<file path="src/rtl/tpu_pkg.sv">
// Shared types, sizes and the accumulator saturation helper for the matmul core.
package tpu_pkg;

   localparam int unsigned N      = 2;
   localparam int unsigned DATA_W = 8;
   localparam int unsigned OUT_W  = 16;
   localparam int unsigned ACC_W  = 2*DATA_W + $clog2(N) + 1;
   localparam int unsigned CNT_W  = $clog2(2*N*N);
   localparam int unsigned K_W    = (N > 1) ? $clog2(N) : 1;

   typedef enum logic [1:0] {
      LOAD,
      COMPUTE,
      OUTPUT
   } state_t;

   localparam logic signed [ACC_W-1:0] SAT_MAX =
      $signed({{(ACC_W-OUT_W+1){1'b0}}, {(OUT_W-1){1'b1}}});
   localparam logic signed [ACC_W-1:0] SAT_MIN = ~SAT_MAX;

   // Clamp a full-precision accumulator into the signed output word range.
   function automatic logic signed [OUT_W-1:0] saturate(input logic signed [ACC_W-1:0] x);
      if (x > SAT_MAX)      return OUT_W'(SAT_MAX);
      else if (x < SAT_MIN) return OUT_W'(SAT_MIN);
      else                  return OUT_W'(x);
   endfunction

endpackage

</file>
<file path="src/rtl/tpu_matmul_core_if.sv">
// Byte-stream operand input and handshaked result output of the matmul core.
interface tpu_matmul_core_if;

   logic [tpu_pkg::DATA_W-1:0] in_data;
   logic                       in_valid;
   logic [tpu_pkg::DATA_W-1:0] out_data;
   logic                       out_valid;
   logic                       out_ready;

   modport master (
      output in_data,
      output in_valid,
      output out_ready,
      input  out_data,
      input  out_valid
   );

   modport slave (
      input  in_data,
      input  in_valid,
      input  out_ready,
      output out_data,
      output out_valid
   );

endinterface

</file>
<file path="src/rtl/tpu_mac_row.sv">
// One row of C: LANES signed multiply-accumulators sharing the A[i][k] operand.
module tpu_mac_row
   import tpu_pkg::*;
#(
   parameter int unsigned LANES = N
) (
   input  logic                     clk,
   input  logic                     rst_n,
   input  logic                     clear,
   input  logic                     step,
   input  logic signed [DATA_W-1:0] a_val,
   input  logic signed [DATA_W-1:0] b_row [LANES],
   output logic signed [ACC_W-1:0]  acc   [LANES]
);

   always_ff @(posedge clk or negedge rst_n) begin
      if (!rst_n) begin
         for (int j = 0; j < LANES; j++) acc[j] <= '0;
      end else if (clear) begin
         for (int j = 0; j < LANES; j++) acc[j] <= '0;
      end else if (step) begin
         for (int j = 0; j < LANES; j++)
            acc[j] <= acc[j] + ACC_W'(a_val) * ACC_W'(b_row[j]);
      end
   end

endmodule

</file>
<file path="src/rtl/tpu_matmul_core.sv">
// Loads A and B as a byte stream, computes C = A*B one k-step per cycle,
// then serialises saturated C words low byte first over a valid/ready port.
module tpu_matmul_core
   import tpu_pkg::*;
(
   input  logic                 clk,
   input  logic                 rst_n,
   input  logic                 ena,
   tpu_matmul_core_if.slave     bus,
   output logic                 busy
);

   localparam int unsigned LAST_BYTE = 2*N*N - 1;

   state_t                   state;
   logic [CNT_W-1:0]         ld_cnt;
   logic [CNT_W-1:0]         out_idx;
   logic [K_W-1:0]           k_cnt;

   logic signed [DATA_W-1:0] a_mem [N][N];
   logic signed [DATA_W-1:0] b_mem [N][N];
   logic signed [ACC_W-1:0]  c_acc [N][N];

   logic signed [DATA_W-1:0] a_sel_c [N];
   logic signed [DATA_W-1:0] b_sel_c [N];
   logic signed [OUT_W-1:0]  c_sat_c [N*N];
   logic                     clear_c;
   logic                     step_c;
   logic [CNT_W-1:0]         sel_idx_c;
   logic [OUT_W-1:0]         sel_word_c;
   logic [DATA_W-1:0]        next_byte_c;

   assign clear_c = ena && (state == LOAD) && bus.in_valid && (ld_cnt == CNT_W'(LAST_BYTE));
   assign step_c  = ena && (state == COMPUTE);

   // Column k of A and row k of B feed the MAC array this cycle.
   always_comb begin
      for (int i = 0; i < N; i++) begin
         a_sel_c[i] = a_mem[i][k_cnt];
         b_sel_c[i] = b_mem[k_cnt][i];
      end
   end

   for (genvar gi = 0; gi < N; gi++) begin : g_row
      tpu_mac_row #(.LANES(N)) u_row (
         .clk   (clk),
         .rst_n (rst_n),
         .clear (clear_c),
         .step  (step_c),
         .a_val (a_sel_c[gi]),
         .b_row (b_sel_c),
         .acc   (c_acc[gi])
      );
   end

   // Byte that goes onto out_data at the next load of the output register.
   always_comb begin
      for (int i = 0; i < N; i++)
         for (int j = 0; j < N; j++)
            c_sat_c[i*N+j] = saturate(c_acc[i][j]);
      sel_idx_c   = bus.out_valid ? out_idx + CNT_W'(1) : out_idx;
      sel_word_c  = c_sat_c[sel_idx_c[CNT_W-1:1]];
      next_byte_c = sel_idx_c[0] ? sel_word_c[OUT_W-1:DATA_W] : sel_word_c[DATA_W-1:0];
   end

   always_ff @(posedge clk or negedge rst_n) begin
      if (!rst_n) begin
         state         <= LOAD;
         ld_cnt        <= '0;
         out_idx       <= '0;
         k_cnt         <= '0;
         busy          <= 1'b0;
         bus.out_data  <= '0;
         bus.out_valid <= 1'b0;
         for (int i = 0; i < N; i++)
            for (int j = 0; j < N; j++) begin
               a_mem[i][j] <= '0;
               b_mem[i][j] <= '0;
            end
      end else if (ena) begin
         case (state)
            LOAD: begin
               if (bus.in_valid) begin
                  for (int i = 0; i < N; i++)
                     for (int j = 0; j < N; j++) begin
                        if (ld_cnt == CNT_W'(i*N + j))       a_mem[i][j] <= bus.in_data;
                        if (ld_cnt == CNT_W'(N*N + i*N + j)) b_mem[i][j] <= bus.in_data;
                     end
                  if (ld_cnt == CNT_W'(LAST_BYTE)) begin
                     ld_cnt <= '0;
                     k_cnt  <= '0;
                     state  <= COMPUTE;
                     busy   <= 1'b1;
                  end else begin
                     ld_cnt <= ld_cnt + CNT_W'(1);
                  end
               end
            end
            COMPUTE: begin
               if (k_cnt == K_W'(N-1)) begin
                  k_cnt <= '0;
                  state <= OUTPUT;
               end else begin
                  k_cnt <= k_cnt + K_W'(1);
               end
            end
            OUTPUT: begin
               // First OUTPUT cycle primes the register; afterwards advance per handshake.
               if (!bus.out_valid) begin
                  bus.out_data  <= next_byte_c;
                  bus.out_valid <= 1'b1;
               end else if (bus.out_ready) begin
                  if (out_idx == CNT_W'(LAST_BYTE)) begin
                     bus.out_valid <= 1'b0;
                     out_idx       <= '0;
                     state         <= LOAD;
                     busy          <= 1'b0;
                  end else begin
                     out_idx      <= out_idx + CNT_W'(1);
                     bus.out_data <= next_byte_c;
                  end
               end
            end
            default: state <= LOAD;
         endcase
      end
   end

endmodule

</file>
<file path="src/flat_wrapper.sv">
// flat-port wrapper written by rule: the top's interface ports become plain ports
module tpu_matmul_core_flat import tpu_pkg::*;
  (clk, rst_n, ena, busy, bus_in_data, bus_in_valid, bus_out_ready, bus_out_data, bus_out_valid);
  tpu_matmul_core_if bus_i ();
  input  logic clk;
  input  logic rst_n;
  input  logic ena;
  output logic busy;
  input wire logic [$bits(bus_i.in_data)-1:0] bus_in_data;
  input wire logic [$bits(bus_i.in_valid)-1:0] bus_in_valid;
  input wire logic [$bits(bus_i.out_ready)-1:0] bus_out_ready;
  output wire logic [$bits(bus_i.out_data)-1:0] bus_out_data;
  output wire logic [$bits(bus_i.out_valid)-1:0] bus_out_valid;
  assign bus_i.in_data = bus_in_data;
  assign bus_i.in_valid = bus_in_valid;
  assign bus_i.out_ready = bus_out_ready;
  assign bus_out_data = bus_i.out_data;
  assign bus_out_valid = bus_i.out_valid;
  tpu_matmul_core u_core (.clk(clk), .rst_n(rst_n), .ena(ena), .bus(bus_i), .busy(busy));
endmodule
</file>
<file path="config.mk">
export PLATFORM = sky130hd
export DESIGN_NAME = tpu_matmul_core_flat
export DESIGN_NICKNAME = d
export VERILOG_FILES = /design/src/rtl/tpu_pkg.sv /design/src/rtl/tpu_matmul_core_if.sv /design/src/rtl/tpu_mac_row.sv /design/src/rtl/tpu_matmul_core.sv /design/src/flat_wrapper.sv
export SDC_FILE = /design/constraint.sdc
export NUM_CORES = 1
export LEC_CHECK = 0
export ABC_AREA = 1
export CAP_MARGIN = 0
export CORE_MARGIN = 2
export CORE_UTILIZATION = 38
export DETAILED_ROUTE_END_ITERATION = 6
export GPL_ROUTABILITY_DRIVEN = 0
export PLACE_DENSITY_LB_ADDON = 0.25
export SLEW_MARGIN = 20
export SYNTH_ARGS = -nofsm -noshare
export SYNTH_HDL_FRONTEND = slang
export SYNTH_SLANG_ARGS = --single-unit
</file>
<file path="constraint.sdc">
create_clock -name clk -period 9.71 [get_ports clk]
set_input_delay 0.971 -clock clk [delete_from_list [all_inputs] [get_ports clk]]
set_output_delay 0.971 -clock clk [all_outputs]
set_load 0.1 [all_outputs]
</file>
Yosys cells after proc, flatten, opt, wreduce, memory -nomap -nowiden

Index checks and enable logic that the tools add are counted.

Register bits: 155
Bits in writable memories: 0
Memory bits (read-only): 0
Output and inout port bits: 10
Input bits: 13
Memories: 0
Logic and storage cells: 135
Latch bits: 0

Magnitude comparators: 10
Equality and inequality tests: 18
$add $sub $neg: 7
Reductions and logical operators: 24
Multiplexer cells: 51
Multipliers: 4
Shift-type cells: 0
Bitwise gates (word level): 2
Divide/modulo/power cells: 0

Operators by type and width:

| cell                                                                               | count |
|---|---|
| 16-bit 2-to-1 mux                                                                  | 13 |
| 36-bit 2-to-1 mux                                                                  | 4 |
| 8-bit 2-to-1 mux                                                                   | 10 |
| 18-bit by 16-bit adder with 18-bit output                                          | 4 |
| 18-bit by 16-bit greater-than comparator with 1-bit output (second input constant) | 4 |
| 18-bit by 16-bit < comparator with 1-bit output (second input constant)            | 4 |
| 8-bit by 8-bit multiplier with 16-bit output                                       | 4 |
| 4-bit AND reduction                                                                | 11 |
| 16-bit binary-select mux with 2-bit select                                         | 1 |
| 3-bit equality test (second input constant)                                        | 5 |
| 7-bit AND reduction                                                                | 2 |
| 2-bit 2-to-1 mux                                                                   | 6 |
| 1-bit 2-to-1 mux                                                                   | 11 |
| 2-bit inequality test (second input constant)                                      | 5 |
| 3-bit 2-to-1 mux                                                                   | 3 |
| 3-bit by 1-bit adder with 3-bit output (second input constant)                     | 2 |
| 3-bit by 2-bit equality test with 1-bit output (second input constant)             | 2 |
| 2-bit by 1-bit inequality test with 1-bit output (second input constant)           | 3 |
| 2-bit case mux with 3 select lines                                                 | 1 |
| 2-bit nonzero test                                                                 | 3 |
| 1-bit logical AND                                                                  | 4 |
| 1-bit case mux with 2 select lines                                                 | 2 |
| 3-bit by 1-bit equality test with 1-bit output (second input constant)             | 1 |
| 3-bit >= comparator (second input constant)                                        | 1 |
| other kinds (10)                                                                   | 10 |

Depth between registers and ports, before layout

Gate-level depths: netlist of the first run.

Depth after elaboration: 10
Mapped depth: 26
Depth with buffers taken out: 25

Hierarchy

Synthesis of the first run repeated with hierarchy kept, for this count alone.

Cell total of the unflattened synthesis: 2819
Area, all modules: 21664.5 µm²

Modules (own cells, without submodules):

| module                               | sequential area each (µm²) | area each (µm²) | times used | cells each |
|---|---|---|---|---|
| tpu_mac_row at u_core.g_row[0].u_row | 900.9                      | 8371.8          | 1          | 1060 |
| tpu_mac_row at u_core.g_row[1].u_row | 900.9                      | 8340.5          | 1          | 1056 |
| tpu_matmul_core                      | 2077.0                     | 4952.2          | 1          | 703 |

Worst setup path after synthesis of the first run

Ideal clock, no wire load.

Path kind: reg-to-reg
From: register u_core.k_cnt
To: register u_core.g_row[0].u_row.acc[29] in the netlist's numbering
Library setup time: 121 ps
Clock period less this slack: 5516 ps
Stages on the path, launching flop included: 21
Buffers on the path: 1
Slack: 4194 ps
Arrival time: 5395 ps
Data required time: 9589 ps
Path through: dfrtp_1 -> inv_2 -> or2_1 -> o21ai_2 -> buf_4 -> nor2_1 -> inv_1 -> fa_1 -> inv_1 -> fa_1 -> fa_1 -> fa_1 -> fa_1 -> ha_1 -> nand2_1 -> nor3_1 -> nor2_1 -> o21ai_0 -> nand2_1 -> nand2_1 -> o21ai_1

Cells in the longest elaborated chain, start to end: 8
Elaborated cells between the ends (all ways): 11
Classes of those cells: 1 x add/sub; 1 x mul; 8 x mux; 1 x bitwise

Ends and longest elaborated chain:

| what                                                                                      | line                                         | source |
|---|---|---|
| from (decl)                                                                               | tpu_matmul_core.sv:18                        | `logic [K_W-1:0] k_cnt;` |
| from (signal assigned)                                                                    | tpu_matmul_core.sv:104                       | `k_cnt <= k_cnt + K_W'(1);` |
| 1-bit inverter with 2-bit output (not written as such) (*)                                | tpu_matmul_core.sv:39, tpu_matmul_core.sv:40 |  |
| 8-bit 2-to-1 mux (not written as such) or 16-bit 2-to-1 mux (tied branches)               | tpu_matmul_core.sv:39, tpu_matmul_core.sv:40 |  |
| 8-bit 2-to-1 mux (not written as such) or 16-bit 2-to-1 mux (tied branches) (2 in series) | -                                            |  |
| 8-bit by 8-bit multiplier with 16-bit output (*)                                          | tpu_mac_row.sv:23                            | `acc[j] <= acc[j] + ACC_W'(a_val) * ACC_W'(b_row[j]);` |
| 18-bit by 16-bit adder with 18-bit output (*)                                             | tpu_mac_row.sv:23                            |  |
| 36-bit 2-to-1 mux (*)                                                                     | tpu_mac_row.sv:21                            | `end else if (step) begin` |
| 36-bit 2-to-1 mux (*)                                                                     | tpu_mac_row.sv:19                            | `end else if (clear) begin` |
| to (signal, indexed assignment)                                                           | tpu_mac_row.sv:23                            |  |
| to (decl)                                                                                 | tpu_mac_row.sv:13                            | `output logic signed [ACC_W-1:0] acc [LANES]` |

Every way passes the cells marked *; elsewhere a longest branch is shown, timed or not. The select of a mux whose other input is x is not followed.
A chain may end at the register's enable or synchronous reset.

Final worst setup path of the first run

From: register u_core.k_cnt
To: register u_core.g_row[1].u_row.acc[29] in the netlist's numbering

Cells in the longest elaborated chain, start to end: 8
Elaborated cells between the ends (all ways): 11
Classes of those cells: 1 x add/sub; 1 x mul; 8 x mux; 1 x bitwise

Ends and longest elaborated chain:

| what                                                                                      | line |
|---|---|
| 1-bit inverter with 2-bit output (not written as such) (*)                                | tpu_matmul_core.sv:39, tpu_matmul_core.sv:40 |
| 8-bit 2-to-1 mux (not written as such) or 16-bit 2-to-1 mux (tied branches)               | tpu_matmul_core.sv:39, tpu_matmul_core.sv:40 |
| 8-bit 2-to-1 mux (not written as such) or 16-bit 2-to-1 mux (tied branches) (2 in series) | - |
| 8-bit by 8-bit multiplier with 16-bit output (*)                                          | tpu_mac_row.sv:23 |
| 18-bit by 16-bit adder with 18-bit output (*)                                             | tpu_mac_row.sv:23 |
| 36-bit 2-to-1 mux (*)                                                                     | tpu_mac_row.sv:21 |
| 36-bit 2-to-1 mux (*)                                                                     | tpu_mac_row.sv:19 |
| to (signal, indexed assignment)                                                           | tpu_mac_row.sv:23 |
| to (decl)                                                                                 | tpu_mac_row.sv:13 |

Marked as above.

==> reports/metrics.cfg, run 1 <==
[synthesis]
synth_compound_area_share_pct=8.90
synth.distinct_cells=45
synth-adder-area-share_pct=41.1
synth_xor_area_share_pct=0.329
synth.area.mux_share_pct=0
avgSynthCellArea_um2=8.17
synth_fp_nets=3071
synthSimpleGateAreaFrac_pct=19.9
synth.yosys.seq_area_share_pct=18.5
synthCells=2562
synth_top_family_by_area=adder cells
ys_ff_latch=155
yosysWarnings=0
synth_area_um2=20900

[sta]
worstMarginPinSlew_ns=1.12
rsz0062_at_grt=no
slew_violations=0
finClkSkew_ns=0.0167
hold_viol=0
fin_crit_ns=6.01
fin_crit_sh_pct=61.9
max_freq_ghz=0.166
slew_headroom_pct=24.7
final.setup.tns_ns=0
setup_viol=0

[clock_network]
cts-root-buf=clkbuf_16
cts-resized-gates=0
cts_tree=done
cts-buffers-inserted=17
clkTransAtPathRegs_ns=0.08
cts_setup_buffers=0
htree_levels=4
clock_latency_ns=0.50
cts_sinks=155
cts_max_path_buffers=2
postCtsHoldBufs=0

[routing]
antenna_left=0
via_per_inst=5.04
totalWireLength_um=57300
via_count=16500
drtPass1Iterations=5
drt-initial-drc-count=1171
wl_per_cell_um=17.5
post-route-drc-count=0

[die]
die-area_um2=57000
die_y_um=239
initial_utilization_pct=38.2
fp-row-count=86
die_x_um=239
pin_count=23
core_area_um2=54800

[global_routing]
grt_pass1_wl_um=93700
grt_max_degree=63
antenna_found_initial=0
track_usage_pct=21.4
grt-ovfl-total=0
grt_pass1_vias=17000

[setup_path]
end_kind=flip-flop
path_class=flip-flop to flip-flop
arrival_ns=6.43
path_max_fanout=33
setup.worst_path.start_class=flip-flop
cp_data_required_time_ns=10.13

[place]
portBuffers=22
place_hpwl_um=44800

[worst_hold_path]
hold_class=flip-flop to flip-flop

[outcome]
outcome=finished clean

[cells_and_area]
final_nets=3073
drive_above_1_share_pct=5.01
area_growth_pct=7.09
n_antenna_cell=0

[job]
maxCapViolations=0

[worst max-delay path, stage by stage (launching register included)]
cell,delay [ns]
dfrtp_2,0.37
buf_4,0.60
o21ai_2,0.27
inv_1,0.44
nand2_1,0.15
fa_1,0.55
inv_1,0.06
fa_1,0.51
inv_1,0.06
fa_1,0.53
inv_1,0.05
fa_1,0.39
fa_1,0.44
ha_1,0.37
a21oi_1,0.27
nand2_1,0.11
nor2_1,0.28
o21ai_0,0.17
nand2_1,0.08
nand2_1,0.04
o21ai_0,0.15
[layout by cell type, fill, tap and decap left out, types with 4 or more instances in the layout]
master | Yosys | routed
inv_1 | 486 | 486
inv_4 | 9 | 9
a21oi_1 | 55 | 55
ha_1 | 176 | 176
nand3_1 | 115 | 115
dfrtp_1 | 155 | 154
clkdlybuf4s50_1 | 0 | 21
o21ai_0 | 169 | 169
or2_1 | 19 | 19
nand2_1 | 570 | 570
clkbuf_16 | 0 | 17
inv_8 | 0 | 6
o21ai_1 | 17 | 17
o21ai_2 | 18 | 18
a21boi_0 | 4 | 4
nor3_1 | 6 | 6
clkinv_8 | 0 | 4
o22ai_1 | 12 | 12
or2_0 | 12 | 12
inv_2 | 15 | 15
buf_4 | 14 | 20
a21o_1 | 8 | 8
o21ai_4 | 13 | 13
xnor2_1 | 4 | 4
nand2_2 | 4 | 4
fa_1 | 320 | 320
o21bai_1 | 4 | 4
o32ai_1 | 4 | 4
nor2_1 | 284 | 280
[sequential cells by signal (all words and copies together), names as in the netlist, 2 cells and up]
register and flops:
u_core.b_mem 32, u_core.bus.out_data 8, u_core.g_row.u_row.acc 72, u_core.out_idx 3, u_core.a_mem 32, u_core.state 2, u_core.ld_cnt 3
[cell usage after synthesis, drive strengths merged]
library cell | number | area [um^2]
a21boi | 4 | 30.0
a21o | 8 | 60.1
a21oi | 56 | 284
a22oi | 1 | 7.51
a31oi | 3 | 18.8
and2 | 3 | 21.3
buf | 44 | 345
clkbuf | 15 | 57.6
dfrtp | 155 | 3880
fa | 320 | 6410
ha | 176 | 2200
inv | 510 | 1940
nand2 | 575 | 2180
nand3 | 118 | 628
nand4 | 1 | 6.26
nor2 | 286 | 1090
nor3 | 8 | 56.3
o211ai | 3 | 22.5
o21ai | 217 | 1300
o21bai | 4 | 30.0
o22ai | 12 | 75.1
o32ai | 4 | 35.0
or2 | 32 | 200
xnor2 | 5 | 51.3
xor2 | 2 | 17.5
[kinds of logic (layout without fill, tap and decap cells)]
group,count (synthesis),in the layout
AO/OA/AOI/OAI,312,312
XOR/XNOR,7,7
adder cells (fa/ha/maj),496,496
buffers and inverters,569,584
flip-flops,155,155
AND/OR/NAND/NOR,1023,1023
[worst paths after layout]
kind,from,to,slack (ns),cells after the start
min in group asynchronous,rst_n,u_core.g_row[0].u_row.acc[33]$_DFFE_PN0P_,0.51,1
max reg2reg,u_core.k_cnt$_DFFE_PN0P_,u_core.g_row[1].u_row.acc[29]$_DFFE_PN0P_,3.70,20
min reg2reg,u_core.b_mem[15]$_DFFE_PN0P_,u_core.b_mem[15]$_DFFE_PN0P_,0.48,2
max in group asynchronous,rst_n,u_core.k_cnt$_DFFE_PN0P_,7.37,3
max,u_core.k_cnt$_DFFE_PN0P_,u_core.g_row[1].u_row.acc[29]$_DFFE_PN0P_,3.70,20
min,u_core.b_mem[15]$_DFFE_PN0P_,u_core.b_mem[15]$_DFFE_PN0P_,0.48,2
[per-layer routing]
metal  share of wire [%]  up-vias  wire [um]  GRT usage (%)
li1                    -     7821          -              -
met1                  45     8186      25700           29.0
met2                  46      452      26200           34.2
met3                 6.1       81       3500           4.26
met4                 3.2        0       1830           7.39
met5                   0        -          0              0
[per-stage QoR]
stage          hold WS (ns)  instance area, um^2  setup WS (ns)  std cells  utilization [%]
2_1_floorplan         0.445                20900           4.19       2562                -
4_1_cts               0.485                22400           3.41       3281             40.9
5_1_grt               0.506                22400           3.30       3281             40.9
3_3_place_gp          0.460                21800           3.61       3249             39.8
6_report              0.483                22400           3.70       3281             40.9
3_5_place_dp          0.467                21800           3.44       3249             39.8
[layout make-up]
type / instances / area [um^2]
clock buffer: 17 / 425
clock inverter: 15 / 194
fill: 5570 / 32300
inverter: 510 / 1940
multi-input combinational: 1838 / 14700
sequential: 155 / 3880
tap: 704 / 881
timing repair buffer: 42 / 372
Power of run 1 is not shown: default switching activity piles up to over one toggle a cycle in this logic, so the estimate is an artifact.
==> run 2: changes to the inputs <==
==> constraint.sdc (replaced) <==
create_clock -name clk -period 5.11 [get_ports clk]
set_input_delay 0.511 -clock clk [delete_from_list [all_inputs] [get_ports clk]]
set_output_delay 0.511 -clock clk [all_outputs]
set_load 0.1 [all_outputs]
==> reports/metrics.cfg, run 2 (same netlist as run 1, synthesis figures left out) <==
[outcome]
outcome=finished clean

[setup_path]
crit_path_top_delay_cell=fa_1
r2r-start=u_core.k_cnt$_DFFE_PN0P_
crit_path_frequent_cell=fa_1
cp_data_required_time_ns=5.54
reg2reg_slack_ns=0.06
end_kind=flip-flop
slowest_delay_ns=0.59
timing.rr.end=u_core.g_row[1].u_row.acc[31]$_DFFE_PN0P_
arrival_ns=5.49
setup.worst_path.start_class=flip-flop
reg2reg_depth=22
worstPathCellList=buf_8, buf_4, o21ai_4, inv_4, nand2_2, fa_1, fa_1, inv_1, fa_1, fa_1, fa_1, ha_4, nand2_4, inv_1, nand2_1, nand2_2, buf_4, a21oi_1, nand2_1, nand2_1, nand2_1, o21ai_1
path_class=flip-flop to flip-flop
path_max_fanout=9

[routing]
wl_per_cell_um=17.3
via_per_inst=4.98
antenna_left=0
drt-initial-drc-count=1112
post-route-drc-count=0
via_count=17400
totalWireLength_um=60200
drtPass1Iterations=5

[sta]
fin_crit_sh_pct=98.9
whs_ns=0.482
slew_violations=0
rsz0062_at_grt=yes
setup_viol=0
hold_viol=0
fin_ws_ns=0.0573
max_freq_ghz=0.198
fin_crit_ns=5.05
final.setup.tns_ns=0
worstMarginPinSlew_ns=1.02
finClkSkew_ns=0.0123
slew_headroom_pct=32.0

[global_routing]
grt_pass1_wl_um=97700
grt_busiest_layer=met2
met1_usage_pct=29.8
grt-ovfl-total=0
use_met3_pct=4.65
grt_pass1_vias=18300
antenna_found_initial=0
grt_max_degree=156
track_usage_pct=22.4
grtUsageMet2_pct=35.9

[cells_and_area]
regMostFlops=u_core.g_row.u_row.acc
final_nets=3282
multi_input_area_um2=15700
top_regs=u_core.g_row.u_row.acc (72), u_core.a_mem (32), u_core.b_mem (32)
seqCellArea_um2=3880
area_growth_pct=20.5
layout_commonest_cell=nand2_1
n_antenna_cell=0
final_cell_mix=nand2_1, inv_1, fa_1, nor2_1, buf_4
largest_register_ffs=72
drive_above_1_share_pct=17.7
num-fill-cells=5244

[job]
maxCapViolations=0

[die]
fp-row-count=86
die_y_um=239
core_area_um2=54800
pin_count=23
initial_utilization_pct=38.2
die-area_um2=57000
die_x_um=239

[clock_network]
cts_sinks=155
htree_levels=4
cts-buffers-inserted=17
cts_tree=done
cts-root-buf=clkbuf_16
clkTransAtPathRegs_ns=0.08
clock_latency_ns=0.51
cts_max_path_buffers=2

[worst_hold_path]
worstHoldStart=u_core.bus.out_data[3]$_DFFE_PN0P_
hold_class=flip-flop to flip-flop
min_to=u_core.bus.out_data[3]$_DFFE_PN0P_
whs_path_depth=2

[place]
portBuffers=22
place_hpwl_um=47800
post-place-ws_ns=-0.160

==> run 2: cell types whose count changed in the layout (fill, tap and decap cells not counted), sizes merged <==
| cell | before | now |
|---|---|---|
| dlygate4sd3 | 0 | 1 |
| inv | 519 | 516 |
| clkinvlp | 0 | 2 |
| buf | 21 | 229 |
| clkinv | 5 | 6 |
==> run 2: worst max-delay path by stage <==
stage / start / endpoint / cells past startpoint
after detailed placement: u_core.k_cnt$_DFFE_PN0P_ / u_core.g_row[1].u_row.acc[29]$_DFFE_PN0P_ / 21
final: u_core.k_cnt$_DFFE_PN0P_ / u_core.g_row[1].u_row.acc[31]$_DFFE_PN0P_ / 22
after global placement: u_core.k_cnt$_DFFE_PN0P_ / u_core.g_row[1].u_row.acc[35]$_DFFE_PN0P_ / 24
after global routing: u_core.k_cnt$_DFFE_PN0P_ / u_core.g_row[1].u_row.acc[31]$_DFFE_PN0P_ / 23
after CTS: u_core.k_cnt$_DFFE_PN0P_ / u_core.g_row[0].u_row.acc[16]$_DFFE_PN0P_ / 22
after floorplan: u_core.k_cnt$_DFFE_PN0P_ / u_core.g_row[0].u_row.acc[29]$_DFFE_PN0P_ / 20
==> run 2: layer usage <==
layer / share of wire (%) / vias to the layer above
met5: 0 / -
met4: 3.3 / 0
met2: 47 / 443
li1: - / 8240
met3: 5.9 / 91
met1: 44 / 8611
==> run 2: cell type report <==
class / count / share of cell area [%]
repair buffers: 251 / 8.73
flip-flops and latches: 155 / 15.4
clock buffers: 17 / 1.69
clock inverters: 15 / 0.779
well taps: 704 / 3.49
multi-input cells: 1838 / 62.2
inverters: 510 / 7.77
==> run 2: timing repair <==
action | CTS | global route
hold buffers | 0 | 1
endpoints found under the hold margin | 0 | 40
setup endpoints to repair | 25 | 40
setup buffers | 4 | 15
pin swaps | 4 | 46
gates resized for setup | 37 | 210
==> run 2: metrics by stage <==
stage / utilization, % / instance area, um^2 / instances
after floorplan: - / 21000 / 2562
after global placement: 42.6 / 23300 / 3437
after detailed placement: 42.6 / 23300 / 3437
after CTS: 44.1 / 24100 / 3473
after global routing: 46.1 / 25200 / 3490
final: 46.1 / 25200 / 3490
==> run 2: critical path: cells and delay by family, from the launching register on <==
kind | cells | cell delay (ns)
and+or+nand+nor | 7 | 0.53
AOI/OAI and AO/OA | 3 | 0.53
adders and majority gates | 6 | 2.79
buffers and inverters | 6 | 0.67
DFF | 1 | 0.44
Power of run 2 is left out for the same reason.
